[config.mk]
export PLATFORM = sky130hd
export DESIGN_NAME = delay_measure
export DESIGN_NICKNAME = d
export VERILOG_FILES = /design/src/rtl/delay_pkg.sv /design/src/rtl/delay_edge_det.sv /design/src/rtl/delay_measure.sv
export SDC_FILE = /design/constraint.sdc
export NUM_CORES = 1
export LEC_CHECK = 0
export BUFFER_PORTS_ARGS = -buffer_cell sky130_fd_sc_hd__buf_2
export CAP_MARGIN = 10
export CORE_MARGIN = 4
export CORE_UTILIZATION = 60
export DETAILED_ROUTE_END_ITERATION = 10
export PLACE_DENSITY = 0.83
export SETUP_SLACK_MARGIN = 0.4
export SLEW_MARGIN = 20
export SYNTH_ARGS = -nofsm -noshare
export SYNTH_HDL_FRONTEND = slang
export SYNTH_SLANG_ARGS = --single-unit
[constraint.sdc]
create_clock -name clk -period 3.2 [get_ports clk]
set_clock_uncertainty 0.1 [all_clocks]
set_input_delay 0.48 -clock clk [delete_from_list [all_inputs] [get_ports clk]]
set_output_delay 0.48 -clock clk [all_outputs]
set_load 0.05 [all_outputs]
[src/rtl/delay_pkg.sv]
// Shared definitions for the delay_measure block: FSM state encoding and
// default sizing constants.
package delay_pkg;

   localparam int unsigned DEF_CNT_W    = 16;
   localparam int unsigned DEF_MAX_WAIT = 1000;
   localparam int unsigned DEF_REJ_W    = 8;

   // IDLE: waiting for a stim edge; COUNT: timing the response;
   // HOLD: result presented on the valid/ready port.
   typedef enum logic [1:0] {
      IDLE  = 2'd0,
      COUNT = 2'd1,
      HOLD  = 2'd2
   } state_e;

endpackage : delay_pkg

[src/rtl/delay_edge_det.sv]
// Single-bit transition detector.
//   clk, rst_n : clock and async active-low reset
//   sig        : monitored signal, synchronous to clk
//   sig_e_c    : combinational pulse, high when sig differs from last cycle
// The pulse is suppressed for the first cycle after reset release so that a
// non-zero level at release is not mistaken for a transition.
module delay_edge_det (
   input  logic clk,
   input  logic rst_n,
   input  logic sig,
   output logic sig_e_c
);

   logic sig_q, sig_d;
   logic prime_q, prime_d;

   // Next-state: track the input every cycle, arm the detector once.
   always_comb begin
      sig_d   = sig;
      prime_d = 1'b1;
   end

   always_ff @(posedge clk or negedge rst_n) begin
      if (!rst_n) begin
         sig_q   <= 1'b0;
         prime_q <= 1'b0;
      end else begin
         sig_q   <= sig_d;
         prime_q <= prime_d;
      end
   end

   assign sig_e_c = prime_q & (sig ^ sig_q);

endmodule : delay_edge_det

[src/rtl/delay_measure.sv]
// Measures, in clock cycles, the delay from a stim transition to the matching
// resp transition and presents the result on a valid/ready port.
//   clk, rst_n   : clock and async active-low reset
//   en           : measurement enable
//   stim, resp   : stimulus and response signals, synchronous to clk
//   meas_valid   : result available (state HOLD)
//   meas_ready   : consumer accepts result
//   meas_cycles  : measured delay, or MAX_WAIT on timeout
//   meas_timeout : result is a timeout
//   busy         : measurement in progress (state COUNT)
//   missed       : sticky, a stim edge arrived while a result was pending
//   rej_cnt      : saturating count of re-triggered (rejected) pulses
module delay_measure
   import delay_pkg::*;
#(
   parameter int unsigned CNT_W    = DEF_CNT_W,
   parameter int unsigned MAX_WAIT = DEF_MAX_WAIT,
   parameter bit          INVERT   = 1'b1,
   parameter int unsigned REJ_W    = DEF_REJ_W
) (
   input  logic             clk,
   input  logic             rst_n,
   input  logic             en,
   input  logic             stim,
   input  logic             resp,
   output logic             meas_valid,
   input  logic             meas_ready,
   output logic [CNT_W-1:0] meas_cycles,
   output logic             meas_timeout,
   output logic             busy,
   output logic             missed,
   output logic [REJ_W-1:0] rej_cnt
);

   localparam logic [CNT_W-1:0] MAX_CNT = CNT_W'(MAX_WAIT);
   localparam logic [CNT_W-1:0] ONE_CNT = CNT_W'(1);

   logic stim_e;
   logic resp_e;
   logic match_c;

   state_e           state_q, state_d;
   logic [CNT_W-1:0] cnt_q, cnt_d;
   logic [CNT_W-1:0] meas_cycles_q, meas_cycles_d;
   logic             meas_timeout_q, meas_timeout_d;
   logic             meas_valid_q, meas_valid_d;
   logic             busy_q, busy_d;
   logic             missed_q, missed_d;
   logic [REJ_W-1:0] rej_cnt_q, rej_cnt_d;

   delay_edge_det u_stim_edge (
      .clk     (clk),
      .rst_n   (rst_n),
      .sig     (stim),
      .sig_e_c (stim_e)
   );

   delay_edge_det u_resp_edge (
      .clk     (clk),
      .rst_n   (rst_n),
      .sig     (resp),
      .sig_e_c (resp_e)
   );

   // Response has moved and settled to the level that answers the stimulus.
   assign match_c = resp_e && (resp == (INVERT ? ~stim : stim));

   // Next-state and next-output logic.
   always_comb begin
      state_d        = state_q;
      cnt_d          = cnt_q;
      meas_cycles_d  = meas_cycles_q;
      meas_timeout_d = meas_timeout_q;
      missed_d       = missed_q;
      rej_cnt_d      = rej_cnt_q;

      unique case (state_q)
         IDLE: begin
            if (stim_e && en) begin
               if (match_c) begin
                  // Zero-delay response: result is ready immediately.
                  state_d        = HOLD;
                  meas_cycles_d  = '0;
                  meas_timeout_d = 1'b0;
               end else begin
                  state_d = COUNT;
                  cnt_d   = ONE_CNT;
               end
            end
         end

         COUNT: begin
            if (!en) begin
               state_d = IDLE;
            end else if (stim_e) begin
               // Stimulus moved again before the response: reject the
               // earlier pulse and time from the newest edge.
               if (rej_cnt_q != '1) begin
                  rej_cnt_d = rej_cnt_q + REJ_W'(1);
               end
               cnt_d = ONE_CNT;
            end else if (match_c) begin
               state_d        = HOLD;
               meas_cycles_d  = cnt_q;
               meas_timeout_d = 1'b0;
            end else if (cnt_q == MAX_CNT) begin
               state_d        = HOLD;
               meas_cycles_d  = MAX_CNT;
               meas_timeout_d = 1'b1;
            end else begin
               cnt_d = cnt_q + ONE_CNT;
            end
         end

         HOLD: begin
            if (meas_ready) begin
               // An edge coinciding with the handshake starts a new run.
               if (stim_e && en) begin
                  state_d = COUNT;
                  cnt_d   = ONE_CNT;
               end else begin
                  state_d = IDLE;
               end
            end else if (stim_e) begin
               missed_d = 1'b1;
            end
         end

         default: begin
            state_d = IDLE;
         end
      endcase

      meas_valid_d = (state_d == HOLD);
      busy_d       = (state_d == COUNT);
   end

   always_ff @(posedge clk or negedge rst_n) begin
      if (!rst_n) begin
         state_q        <= IDLE;
         cnt_q          <= '0;
         meas_cycles_q  <= '0;
         meas_timeout_q <= 1'b0;
         meas_valid_q   <= 1'b0;
         busy_q         <= 1'b0;
         missed_q       <= 1'b0;
         rej_cnt_q      <= '0;
      end else begin
         state_q        <= state_d;
         cnt_q          <= cnt_d;
         meas_cycles_q  <= meas_cycles_d;
         meas_timeout_q <= meas_timeout_d;
         meas_valid_q   <= meas_valid_d;
         busy_q         <= busy_d;
         missed_q       <= missed_d;
         rej_cnt_q      <= rej_cnt_d;
      end
   end

   assign meas_valid   = meas_valid_q;
   assign meas_cycles  = meas_cycles_q;
   assign meas_timeout = meas_timeout_q;
   assign busy         = busy_q;
   assign missed       = missed_q;
   assign rej_cnt      = rej_cnt_q;

endmodule : delay_measure

==> results by group, run 1 <==
GRT
  • First-pass GRT wire length: 8.20 mm
  • Largest net degree at the start of global routing: 50
  • Vias in the first global route: 1805
  • Initial antenna violation count: 0
  • Global router's overall resource usage: just over 20%
  • Gr ovfl total: 0

Critical path
  • Critical Path Start Type: register
  • CP arrival: 2.32 ns
  • Crit. Startpoint: cnt_q[0]$_DFFE_PN0P_
  • Worst reg2reg path startpoint: cnt_q[0]$_DFFE_PN0P_
  • Worst setup EP type: register
  • Crit Path Class: register to register
  • Critical-path maximum fanout: 10
  • Worst path required time: 3.32 ns

Clock tree
  • Worst skew pair latency: ~0.3 ns
  • CTS H-tree depth: 2
  • Clock transition at the registers of the reported paths: 0.09 ns
  • Clock sinks: 49
  • Post-cts resize count: 0
  • Total CTS buffers: 5
  • Number of setup buffers added after CTS: 0
  • Hold buffers post-CTS: 0
  • Root buffer cell: clkbuf_8
  • Clk buf depth: 2
  • CTS tree: built

Synthesis
  • Most frequent cell after synthesis: dfrtp_1
  • Most frequent cells after synthesis: dfrtp_1, nand2_1, a21oi_1, nand3_1, nor3_1
  • Post-synthesis xor/xnor area fraction: 3.28%
  • Cell accounting for the most synthesized area: dfrtp_1
  • #FFs+latches synth: 49
  • Proportion of synthesized area in mux cells: 0.899%
  • Top FF cell, synth: dfrtp_1
  • Synth Warn #: 0
  • Distinct cells, synth: 49
  • Post-synth EDFFs: 0
  • Avg Inst Size Synth: 10.5 um^2
  • Largest family of logic cells by synthesized area: simple AND/OR/NAND/NOR gates
  • Mapped cell area: 0.00236 mm^2
  • Share of async-settable or async-resettable flops after synthesis: 100%
  • Post-synthesis simple-gate area fraction: 19.7%
  • Complex-gate fraction of the synthesized area: between 10% and 20%
  • Sequential share of the synthesized area: 51.9%
  • Adder-cell share of the synthesized area: 1.59%
  • Area fraction of the dominant cell type after synthesis: 51.9%
  • Largest cells by area after synthesis: dfrtp_1, a22o_1, nand2_1
  • Mapped Cells: roughly 230
  • Post-synth net total: 235

Placement
  • Dpl hpwl: 3.36 mm
  • Gpl congestion: 0.826
  • # port buffers: 33
  • Post-DP Area: 0.00253 mm^2
  • Worst slack, placed: 0.905 ns

Final layout
  • # nets final: 265
  • Filler Cell Count: 290
  • Antenna cells: 0
  • Share of layout cells above drive strength 1: 21.0%
  • Area growth, synth to finish: 12.6%
  • Final design area excluding fillers: 0.00266 mm^2

Pwr
  • PwrDens: 617 mW/mm^2
  • Static Leak: 1.26 nW
  • Maximum VDD drop: 0.500 mV

Floorplanning
  • Initial Util: approximately 63%
  • Core area: roughly 0.0037 mm^2
  • Cell Rows: 22
  • Die Span Y: 70.8 um
  • DIE AREA: 0.00501 mm^2
  • Die span in x: ~70 um
  • I/O Pins: 34

STA
  • Worst slew margin: 48.2%
  • Number of failing hold endpoints at the final stage: 0
  • Period utilisation layout: 68.7%
  • Final TNS setup: 0 ns
  • Worst slew pin tran: 0.777 ns
  • Worst setup margin: approximately 1.0 ns
  • Unrepaired setup endpoints after global routing: no
  • Max Transition Viols Final: 0
  • Final setup violation count: 0
  • Fmax: about 460 MHz
  • Period minus WS final: approximately 2.2 ns

Routing
  • Final wirelength: 4.85 mm
  • Vias per cell: ~6.0
  • Final antenna-violating net count: 0
  • DR pass1 iterations: 4
  • Routed len/inst: about 16 um
  • Via count: roughly 1800
  • Drt drc: 0
  • Iteration-0 DRC Markers: 216

Status
  • Status: complete, no violations

Job
  • MaxCap Viol Count: 0

Hold path
  • Worst Hold Class: primary input to asynchronous set/reset pin
-- layer usage --
metal / vias up / share of wire (%) / track usage, %
li1: 894 / - / -
met1: 857 / 45 / 28.1
met2: 68 / 47 / 30.7
met3: 14 / 5.9 / 4.12
met4: 0 / 2.1 / 8.35
met5: - / 0 / 0
-- logic make-up (layout without fill, tap and decap cells) --
| logic type | Yosys count | in the layout |
|---|---|---|
| xor gates and xnor gates | 8 | 8 |
| DFF | 49 | 49 |
| AOI/OAI and AO/OA | 61 | 61 |
| muxes | 2 | 2 |
| adders and majority gates | 3 | 3 |
| and+or+nand+nor | 85 | 85 |
| other | 1 | 1 |
| buffers and inverters | 17 | 48 |
-- cell usage in the layout (no fill, tap or decap), types with 7 or more instances in the layout --
master,count
a22o_1,10
nand3_1,12
buf_2,32
a21oi_1,15
nand2_1,22
a31oi_1,10
and3_1,7
nor2_1,7
dfrtp_1,49
nand4_1,7
nor3_1,12
o21ai_0,9
-- critical path: stages, from the launching register on --
cell and delay, ns:
dfrtp_1 0.43, inv_1 0.11, ha_1 0.17, nor4b_2 0.21, nand4_1 0.21, nand2_1 0.16
o22a_1 0.36, inv_2 0.16, a31oi_1 0.20
-- through the flow --
| stage | power (mW) | std cells | hold WS [ns] | utilization [%] |
|---|---|---|---|---|
| after floorplan | 1.04 | 226 | 0.0844 | - |
| after global placement | 1.13 | 297 | 0.350 | 67.5 |
| after CTS | 1.65 | 305 | 0.197 | 71.1 |
| after detailed placement | 1.14 | 297 | 0.355 | 67.5 |
| final | 1.64 | 305 | 0.0747 | 71.1 |
| after global routing | 1.72 | 305 | 0.121 | 71.1 |
-- layout make-up --
class                           count  area [um^2]  share of cell area [%]
Timing Repair Buffer               33          168                    6.30
Inverter                            7         26.3                   0.987
Sequential cell                    49         1230                    46.1
Tap cell                           48         60.1                    2.26
Multi-Input combinational cell    160         1050                    39.4
Clock inverter                      3         65.1                    2.44
Clock buffer                        5         68.8                    2.58
-- flip-flops by register name, summed over array words and instances, names as in the netlist --
signal	count
busy	1
cnt_q	16
meas_cycles	16
meas_timeout	1
meas_valid	1
missed	1
rej_cnt	8
state_q	2
u_resp_edge.prime_q	1
u_resp_edge.sig_q	1
u_stim_edge.sig_q	1
-- worst paths after layout --
path / end / slack (ns) / cells after the start
max in group asynchronous: rej_cnt[1]$_DFFE_PN0P_ / 2.54 / 1
setup / recovery: cnt_q[4]$_DFFE_PN0P_ / 1.00 / 8
min in group clk: u_resp_edge.sig_q$_DFF_PN0_ / 0.20 / 1
hold / removal: meas_cycles[3]$_DFFE_PN0P_ / 0.07 / 1
hold reg to reg: missed$_DFFE_PN0P_ / 0.37 / 2
setup reg to reg: cnt_q[4]$_DFFE_PN0P_ / 1.00 / 8
-- where the power goes --
part / internal (mW) / switching, mW
registers: 0.682 / 0.0718
clock network: 0.310 / 0.205
logic: 0.0976 / 0.277
total: 1.09 / 0.554
Note: power is estimated with default switching activity, not from simulation.
==> run 2, diff against run 1 <==
--- a/config.mk
+++ b/config.mk
@@ -8,9 +8,9 @@
 export BUFFER_PORTS_ARGS = -buffer_cell sky130_fd_sc_hd__buf_2
 export CAP_MARGIN = 10
 export CORE_MARGIN = 4
-export CORE_UTILIZATION = 60
+export CORE_UTILIZATION = 51
 export DETAILED_ROUTE_END_ITERATION = 10
-export PLACE_DENSITY = 0.83
+export PLACE_DENSITY = 0.75
 export SETUP_SLACK_MARGIN = 0.4
 export SLEW_MARGIN = 20
 export SYNTH_ARGS = -nofsm -noshare
==> constraint.sdc (replaced) <==
create_clock -name clk -period 2 [get_ports clk]
set_clock_uncertainty 0.1 [all_clocks]
set_input_delay 0.3 -clock clk [delete_from_list [all_inputs] [get_ports clk]]
set_output_delay 0.3 -clock clk [all_outputs]
set_load 0.05 [all_outputs]
==> run 2 against run 1 <==
  * Final area is 21% higher
  * Via count grew 10%
  * Routed wire length up 17%
  * Register-to-register slack worse by 0.86 ns
  * Die area grew 16%
  * Setup slack worse by 0.86 ns
  * First-iteration DRC count down 48%
  * Sequential share of layout area down 7.5 points
  * Final cell count grew 16%
  * Combinational power up 110%
  * Clock power increased by 12%
  * Sequential power is 58% higher
  * Critical endpoint is now cnt_q[7]$_DFFE_PN0P_
  * Largest cell class unchanged
==> results by group, run 2 (synthesis results as in run 1) <==
Pwr
  • Internal power of the cells: 1.62 mW (was 1.09 mW)
  • Clock share of power: 22.4% (was 31.3%)
  • Maximum VDD drop: 0.692 mV (was 0.500 mV)
  • Combinational Power Share: 31.3% (was 22.8%)
  • Switching share of total power: 36.9% (was 33.7%)
  • Reg power frac: 46.3% (was 45.8%)
  • Static Leak: 1.48 nW (was 1.26 nW)
  • Switching power: 948 uW (was 554 uW)
  • PwrDens: 800 mW/mm^2 (was 617 mW/mm^2)

Final layout
  • Filler Cell Count: 322 (was 290)
  • # nets final: 309 (was 265)
  • Antenna cells: 0 (unchanged)
  • Final design area excluding fillers: 0.00321 mm^2 (was 0.00266 mm^2)
  • Share of layout cells above drive strength 1: 43.5% (was 21.0%)
  • Most common cell after layout, fill and taps aside: dfrtp_1 (unchanged)
  • Area growth, synth to finish: 35.8% (was 12.6%)
  • Most frequent cells in the layout: dfrtp_1, buf_4, buf_2 (was dfrtp_1, buf_2, nand2_1)

Routing
  • Via count: 2020 (was 1833)
  • DR pass1 iterations: 4 (unchanged)
  • Final wirelength: 5.66 mm (was 4.85 mm)
  • Iteration-0 DRC Markers: 112 (was 216)
  • Vias per cell: 5.72 (was 6.01)
  • Drt drc: 0 (unchanged)
  • Routed len/inst: 16.0 um (was 15.9 um)
  • Final antenna-violating net count: 0 (unchanged)

STA
  • Fmax: 540 MHz (was 455 MHz)
  • Period utilisation layout: 92.6% (was 68.7%)
  • Worst slew pin tran: 0.523 ns (was 0.777 ns)
  • Period minus WS final: 1.85 ns (was 2.20 ns)
  • Number of failing hold endpoints at the final stage: 0 (unchanged)
  • Worst slew margin: 65.1% (was 48.2%)
  • Max Transition Viols Final: 0 (unchanged)
  • Unrepaired setup endpoints after global routing: yes (was no)
  • Final TNS setup: 0 ns (unchanged)
  • Final setup violation count: 0 (unchanged)

GRT
  • Gr ovfl total: 0 (unchanged)
  • Initial antenna violation count: 0 (unchanged)
  • Vias in the first global route: 2088 (was 1805)
  • First-pass GRT wire length: 9.99 mm (was 8.20 mm)
  • Global router's overall resource usage: 20.9% (was 20.1%)
  • Largest net degree at the start of global routing: 29 (was 50)

Critical path
  • Crit Path Class: register to register (unchanged)
  • Worst setup EP type: register (unchanged)
  • CP max-delay cell: dfrtp_1 (unchanged)
  • CP arrival: 1.94 ns (was 2.32 ns)
  • R2R cell count: 9 (was 8)
  • Largest delay contributor family on the critical path: simple AND/OR/NAND/NOR gates (unchanged)
  • Crit. Startpoint: cnt_q[1]$_DFFE_PN0P_ (was cnt_q[0]$_DFFE_PN0P_)
  • Critical-path maximum fanout: 4 (was 10)
  • Reg-to-reg endpoint: cnt_q[7]$_DFFE_PN0P_ (was cnt_q[4]$_DFFE_PN0P_)
  • Cell Chain, Critical Path: inv_2 > ha_4 > nor4b_4 > nand4_1 > buf_4 > nand3_1 > buf_6 > nor2_1 > o22a_1 (was inv_1 > ha_1 > nor4b_2 > nand4_1 > nand2_1 > o22a_1 > inv_2 > a31oi_1)
  • Stages on the worst setup path: 9 (was 8)
  • Buf+Inv Stages, Crit Path: 3 (was 2)
  • Critical Path Start Type: register (unchanged)
  • Worst path required time: 2.09 ns (was 3.32 ns)
  • Worst reg2reg path startpoint: cnt_q[1]$_DFFE_PN0P_ (was cnt_q[0]$_DFFE_PN0P_)
  • Register-to-register setup slack: 0.15 ns (was 1.00 ns)
  • CP peak stage delay: 0.39 ns (was 0.43 ns)

Clock tree
  • CTS tree: built (unchanged)
  • Total CTS buffers: 5 (unchanged)
  • Clk buf depth: 2 (unchanged)
  • Root buffer cell: clkbuf_8 (unchanged)
  • CTS H-tree depth: 2 (unchanged)
  • Clock transition at the registers of the reported paths: 0.09 ns (about the same)
  • Worst skew pair latency: 0.31 ns (was 0.30 ns)
  • Clock sinks: 49 (unchanged)

Hold path
  • Worst hold path cell count: 1
  • Worst Hold Class: primary input to register (was primary input to asynchronous set/reset pin)
  • Critical hold path startpoint: resp
  • Worst Hold End: u_resp_edge.sig_q$_DFF_PN0_

Floorplanning
  • Die Span Y: 76.1 um (was 70.8 um)
  • Initial Util: 53.6% (was 63.2%)
  • Die span in x: 76.1 um (was 70.8 um)
  • I/O Pins: 34 (unchanged)
  • Core area: 0.00441 mm^2 (was 0.00374 mm^2)
  • Cell Rows: 24 (was 22)
  • DIE AREA: 0.00579 mm^2 (was 0.00501 mm^2)

Placement
  • Gpl congestion: 0.861 (was 0.826)
  • # port buffers: 33 (unchanged)
  • Post-DP Area: 0.00286 mm^2 (was 0.00253 mm^2)
  • Dpl hpwl: 3.96 mm (was 3.36 mm)

Status
  • Status: complete, no violations (unchanged)

Job
  • MaxCap Viol Count: 0 (unchanged)
## run 2: cell count changes in the layout (fill, tap and decap cells not counted), moves of 3 or more
| cell | before | now |
|---|---|---|
| nand3_1 | 12 | 9 |
| a31oi_4 | 0 | 4 |
| a31oi_1 | 10 | 5 |
| buf_12 | 0 | 3 |
| buf_4 | 1 | 35 |
| inv_1 | 6 | 3 |
| a21oi_1 | 15 | 10 |
| a21oi_2 | 2 | 7 |
| buf_6 | 0 | 4 |
| dfrtp_2 | 0 | 8 |
| dfrtp_1 | 49 | 41 |
## run 2: through the flow
stage               hold slack (ns)  total power [mW]  setup slack (ns)  utilization, %  instances
floorplan                   -0.0956              1.68             0.130               -        226
global placement              0.204              1.90            0.0655            64.9        331
finish                       0.0254              2.57             0.147            72.7        353
CTS                          0.0167              2.58             0.135            72.0        353
global route                 0.0220              2.73            0.0597            72.7        353
detailed placement            0.208              1.92            0.0313            64.9        331
## run 2: area by class of cell
cell class	count	area [um^2]	area share, %
sequential	49	1240	38.5
tap	52	65.1	2.03
timing repair buffer	77	558	17.4
clock inverter	2	15.0	0.468
inverter	7	38.8	1.21
multi-input combinational	160	1220	38.2
clock buffer	6	72.6	2.26
## run 2: timing repair
action                                 CTS  global route
endpoints found under the hold margin   21             0
hold buffers                             1             0
pin swaps                               12             1
gates resized for setup                 26             5
setup buffers                           13             0
setup endpoints to repair               45            45
## run 2: worst max-delay path by stage
stage and endpoint:
2_1_floorplan rej_cnt[1]$_DFFE_PN0P_, 3_5_place_dp meas_cycles[6]$_DFFE_PN0P_, 3_3_place_gp meas_timeout$_DFFE_PN0P_, 6_report cnt_q[7]$_DFFE_PN0P_, 4_1_cts meas_timeout$_DFFE_PN0P_, 5_1_grt meas_timeout$_DFFE_PN0P_
## run 2: power groups by stage
stage	sequential, mW	combinational (mW)	clock [mW]
finish	1.19	0.804	0.575
global route	1.21	0.877	0.640
global placement	1.20	0.697	0
floorplan	1.45	0.223	0
CTS	1.19	0.799	0.593
detailed placement	1.21	0.708	0
## run 2: worst reg2reg max path, delay by kind of cell, from the launching register on
| kind | cells | cell delay [ns] |
|---|---|---|
| fa+ha+maj | 1 | 0.13 |
| flops | 1 | 0.39 |
| simple gates | 4 | 0.53 |
| compound gates | 1 | 0.19 |
| buf+inv | 3 | 0.40 |
## run 2: metal layers
metal,share of wire [%],vias up,global-route usage (%)
li1,-,983,-
met1,45,971,28.6
met2,47,55,33.4
met3,5.2,11,4.14
met4,1.9,0,6.82
met5,0,-,0
==> run 3, diff against run 2 <==
--- a/config.mk
+++ b/config.mk
@@ -10,7 +10,9 @@
 export CORE_MARGIN = 4
 export CORE_UTILIZATION = 51
 export DETAILED_ROUTE_END_ITERATION = 10
+export GPL_ROUTABILITY_DRIVEN = 0
 export PLACE_DENSITY = 0.75
+export REMOVE_ABC_BUFFERS = 1
 export SETUP_SLACK_MARGIN = 0.4
 export SLEW_MARGIN = 20
 export SYNTH_ARGS = -nofsm -noshare
==> run 3 against run 2 <==
  * Clock power rose by 45%
  * Largest cell class unchanged
  * Final area rose by 0.35%
  * Sequential share of layout area fell by 0.45 points
  * Largest power group unchanged
  * Routed wire length rose by 13%
  * Via count rose by 6.9%
  * Total power rose by 13%
  * Setup slack got worse by 0.090 ns
  * Critical endpoint is now cnt_q[13]$_DFFE_PN0P_
  * Highest routed layer unchanged
  * Critical path type unchanged
  * Maximum frequency fell by 4.6%
==> results by group, run 3 (synthesis results as in run 1) <==
Status
  • Status: complete, no violations (unchanged)

Final layout
  • # nets final: 313 (was 309)
  • Area growth, synth to finish: 36.2% (was 35.8%)
  • Most common cell after layout, fill and taps aside: dfrtp_1 (unchanged)
  • Multi-input gate area: 0.00121 mm^2 (was 0.00122 mm^2)
  • Reg area: 0.00123 mm^2 (was 0.00124 mm^2)
  • Filler Cell Count: 311 (was 322)
  • Antenna cells: 0 (unchanged)
  • Most frequent cells in the layout: dfrtp_1, buf_4, buf_2 (unchanged)
  • Share of layout cells above drive strength 1: 43.0% (was 43.5%)
  • Final design area excluding fillers: 0.00322 mm^2 (was 0.00321 mm^2)

Routing
  • M1 WL: 2.63 mm (was 2.57 mm)
  • Final antenna-violating net count: 0 (unchanged)
  • Top Layer Used: met4 (unchanged)
  • Routed len/inst: 18.0 um (was 16.0 um)
  • Vias per cell: 6.05 (was 5.72)
  • Iteration-0 DRC Markers: 426 (was 112)
  • DR WL met3: 566 um (was 296 um)
  • Final wirelength: 6.42 mm (was 5.66 mm)
  • Drt drc: 0 (unchanged)
  • Met2 routed WL: 3.05 mm (was 2.68 mm)
  • Via count: 2160 (was 2020)
  • DR pass1 iterations: 5 (was 4)

Clock tree
  • Total CTS buffers: 5 (unchanged)
  • Root buffer cell: clkbuf_8 (unchanged)
  • CTS tree: built (unchanged)
  • Clock transition at the registers of the reported paths: 0.09 ns (about the same)
  • Clk buf depth: 2 (unchanged)
  • Worst skew pair latency: 0.31 ns (about the same)
  • CTS H-tree depth: 2 (unchanged)
  • Clock sinks: 49 (unchanged)

Floorplanning
  • Initial Util: 53.6% (unchanged)
  • Die span in x: 76.1 um (unchanged)
  • I/O Pins: 34 (unchanged)
  • Core area: 0.00441 mm^2 (unchanged)
  • Die Span Y: 76.1 um (unchanged)
  • DIE AREA: 0.00579 mm^2 (unchanged)
  • Cell Rows: 24 (unchanged)

Pwr
  • Combinational Power Share: 31.0% (was 31.3%)
  • Switching share of total power: 33.9% (was 36.9%)
  • Reg power frac: 40.4% (was 46.3%)
  • Static Leak: 1.54 nW (was 1.48 nW)
  • PwrDens: 901 mW/mm^2 (was 800 mW/mm^2)
  • Clock share of power: 28.6% (was 22.4%)
  • Switching power: 984 uW (was 948 uW)
  • Internal power of the cells: 1.92 mW (was 1.62 mW)
  • Maximum VDD drop: 0.593 mV (was 0.692 mV)

Critical path
  • CP arrival: 2.07 ns (was 1.94 ns)
  • CP max-delay cell: dfrtp_1 (unchanged)
  • R2R cell count: 6 (was 9)
  • Critical-path maximum fanout: 5 (was 4)
  • Worst setup EP type: register (unchanged)
  • CP peak stage delay: 0.41 ns (was 0.39 ns)
  • Critical Path Start Type: register (unchanged)
  • Worst path required time: 2.13 ns (was 2.09 ns)
  • Crit Path Class: register to register (unchanged)
  • Register-to-register setup slack: 0.06 ns (was 0.15 ns)
  • Cell Chain, Critical Path: nor4_2 > nand4_1 > nand2_2 > o22a_4 > clkinvlp_4 > a21oi_2 (was inv_2 > ha_4 > nor4b_4 > nand4_1 > buf_4 > nand3_1 > buf_6 > nor2_1 > o22a_1)

STA
  • Fmax: 515 MHz (was 540 MHz)
  • Final setup violation count: 0 (unchanged)
  • Period minus WS final: 1.94 ns (was 1.85 ns)
  • Max Transition Viols Final: 0 (unchanged)
  • Number of failing hold endpoints at the final stage: 0 (unchanged)
  • Unrepaired setup endpoints after global routing: yes (unchanged)
  • Final TNS setup: 0 ns (unchanged)
  • Period utilisation layout: 97.1% (was 92.6%)

GRT
  • Global router's overall resource usage: 22.4% (was 20.9%)
  • Vias in the first global route: 2191 (was 2088)
  • First-pass GRT wire length: 10.8 mm (was 9.99 mm)
  • Gr ovfl total: 0 (unchanged)
  • Largest net degree at the start of global routing: 21 (was 29)
  • Initial antenna violation count: 0 (unchanged)

Hold path
  • Worst hold path cell count: 1 (unchanged)
  • Worst Hold Class: primary input to register (unchanged)

Placement
  • # port buffers: 33 (unchanged)
  • Dpl hpwl: 3.97 mm (was 3.96 mm)
  • Post-DP Area: 0.00276 mm^2 (was 0.00286 mm^2)

Job
  • MaxCap Viol Count: 0 (unchanged)
## run 3: cell types whose count changed in the layout (fill, tap and decap cells not counted), moves of 2 or more
cell       delta
a31oi_4       -3
a31oi_1       +4
bufinv_16     +2
a21oi_2       +3
dfrtp_1       +8
dfrtp_2       -8
a21oi_1       -3
buf_4         +6
nand3_2       -2
buf_12        -2
## run 3: final cells by class
cell class / count / area share, %
flip-flops and latches: 49 / 38.1
multi-input cells: 160 / 37.7
repair buffers: 80 / 17.0
clock buffers: 5 / 2.14
clock inverters: 3 / 2.02
well taps: 52 / 2.02
inverters: 7 / 0.816
repair inverters: 1 / 0.233
## run 3: per-stage QoR
step | total power [mW] | utilization [%] | hold WS, ns | std cells | setup slack [ns]
6_report | 2.90 | 73.0 | 0.0139 | 357 | 0.0574
5_1_grt | 3.03 | 73.0 | 0.0122 | 357 | -0.0205
4_1_cts | 2.85 | 71.4 | 0.0210 | 357 | 0.179
3_5_place_dp | 1.90 | 62.6 | 0.161 | 330 | 0.0624
3_3_place_gp | 1.89 | 62.6 | 0.157 | 330 | 0.0883
2_1_floorplan | 1.65 | - | -0.0956 | 216 | -0.0702
## run 3: what timing repair did
action,4_1_cts,5_1_grt
cloned,1,0
pin swaps,20,11
hold endpoints to repair,18,0
setup endpoints to repair,45,44
gates resized for setup,30,14
hold buffers,1,0
setup buffers,17,0
## run 3: critical path, delay by kind of cell, from the launching register on
kind / cells / cell delay [ns]
flip-flops: 1 / 0.41
AO/OA/AOI/OAI: 2 / 0.36
AND/OR/NAND/NOR: 3 / 0.84
buffers and inverters: 1 / 0.15
## run 3: per-layer routing
layer	global-route usage (%)	vias up
met3	4.37	26
met1	30.0	1028
met5	0	-
met4	8.22	0
met2	36.1	114
li1	-	992
## run 3: power groups by stage
| stage | Sequential [mW] | Clock [mW] | Combinational, mW |
|---|---|---|---|
| floorplan | 1.46 | 0 | 0.190 |
| global placement | 1.18 | 0 | 0.707 |
| detailed placement | 1.19 | 0 | 0.713 |
| CTS | 1.17 | 0.840 | 0.844 |
| global route | 1.19 | 0.883 | 0.954 |
| finish | 1.17 | 0.831 | 0.901 |
## run 3: worst paths after layout
path / start / end
setup reg to reg: cnt_q[12]$_DFFE_PN0P_ / cnt_q[13]$_DFFE_PN0P_
max in group asynchronous: rst_n / cnt_q[4]$_DFFE_PN0P_
hold / removal: resp / u_resp_edge.sig_q$_DFF_PN0_
setup / recovery: cnt_q[12]$_DFFE_PN0P_ / cnt_q[13]$_DFFE_PN0P_
min in group asynchronous: rst_n / rej_cnt[4]$_DFFE_PN0P_
hold reg to reg: missed$_DFFE_PN0P_ / missed$_DFFE_PN0P_
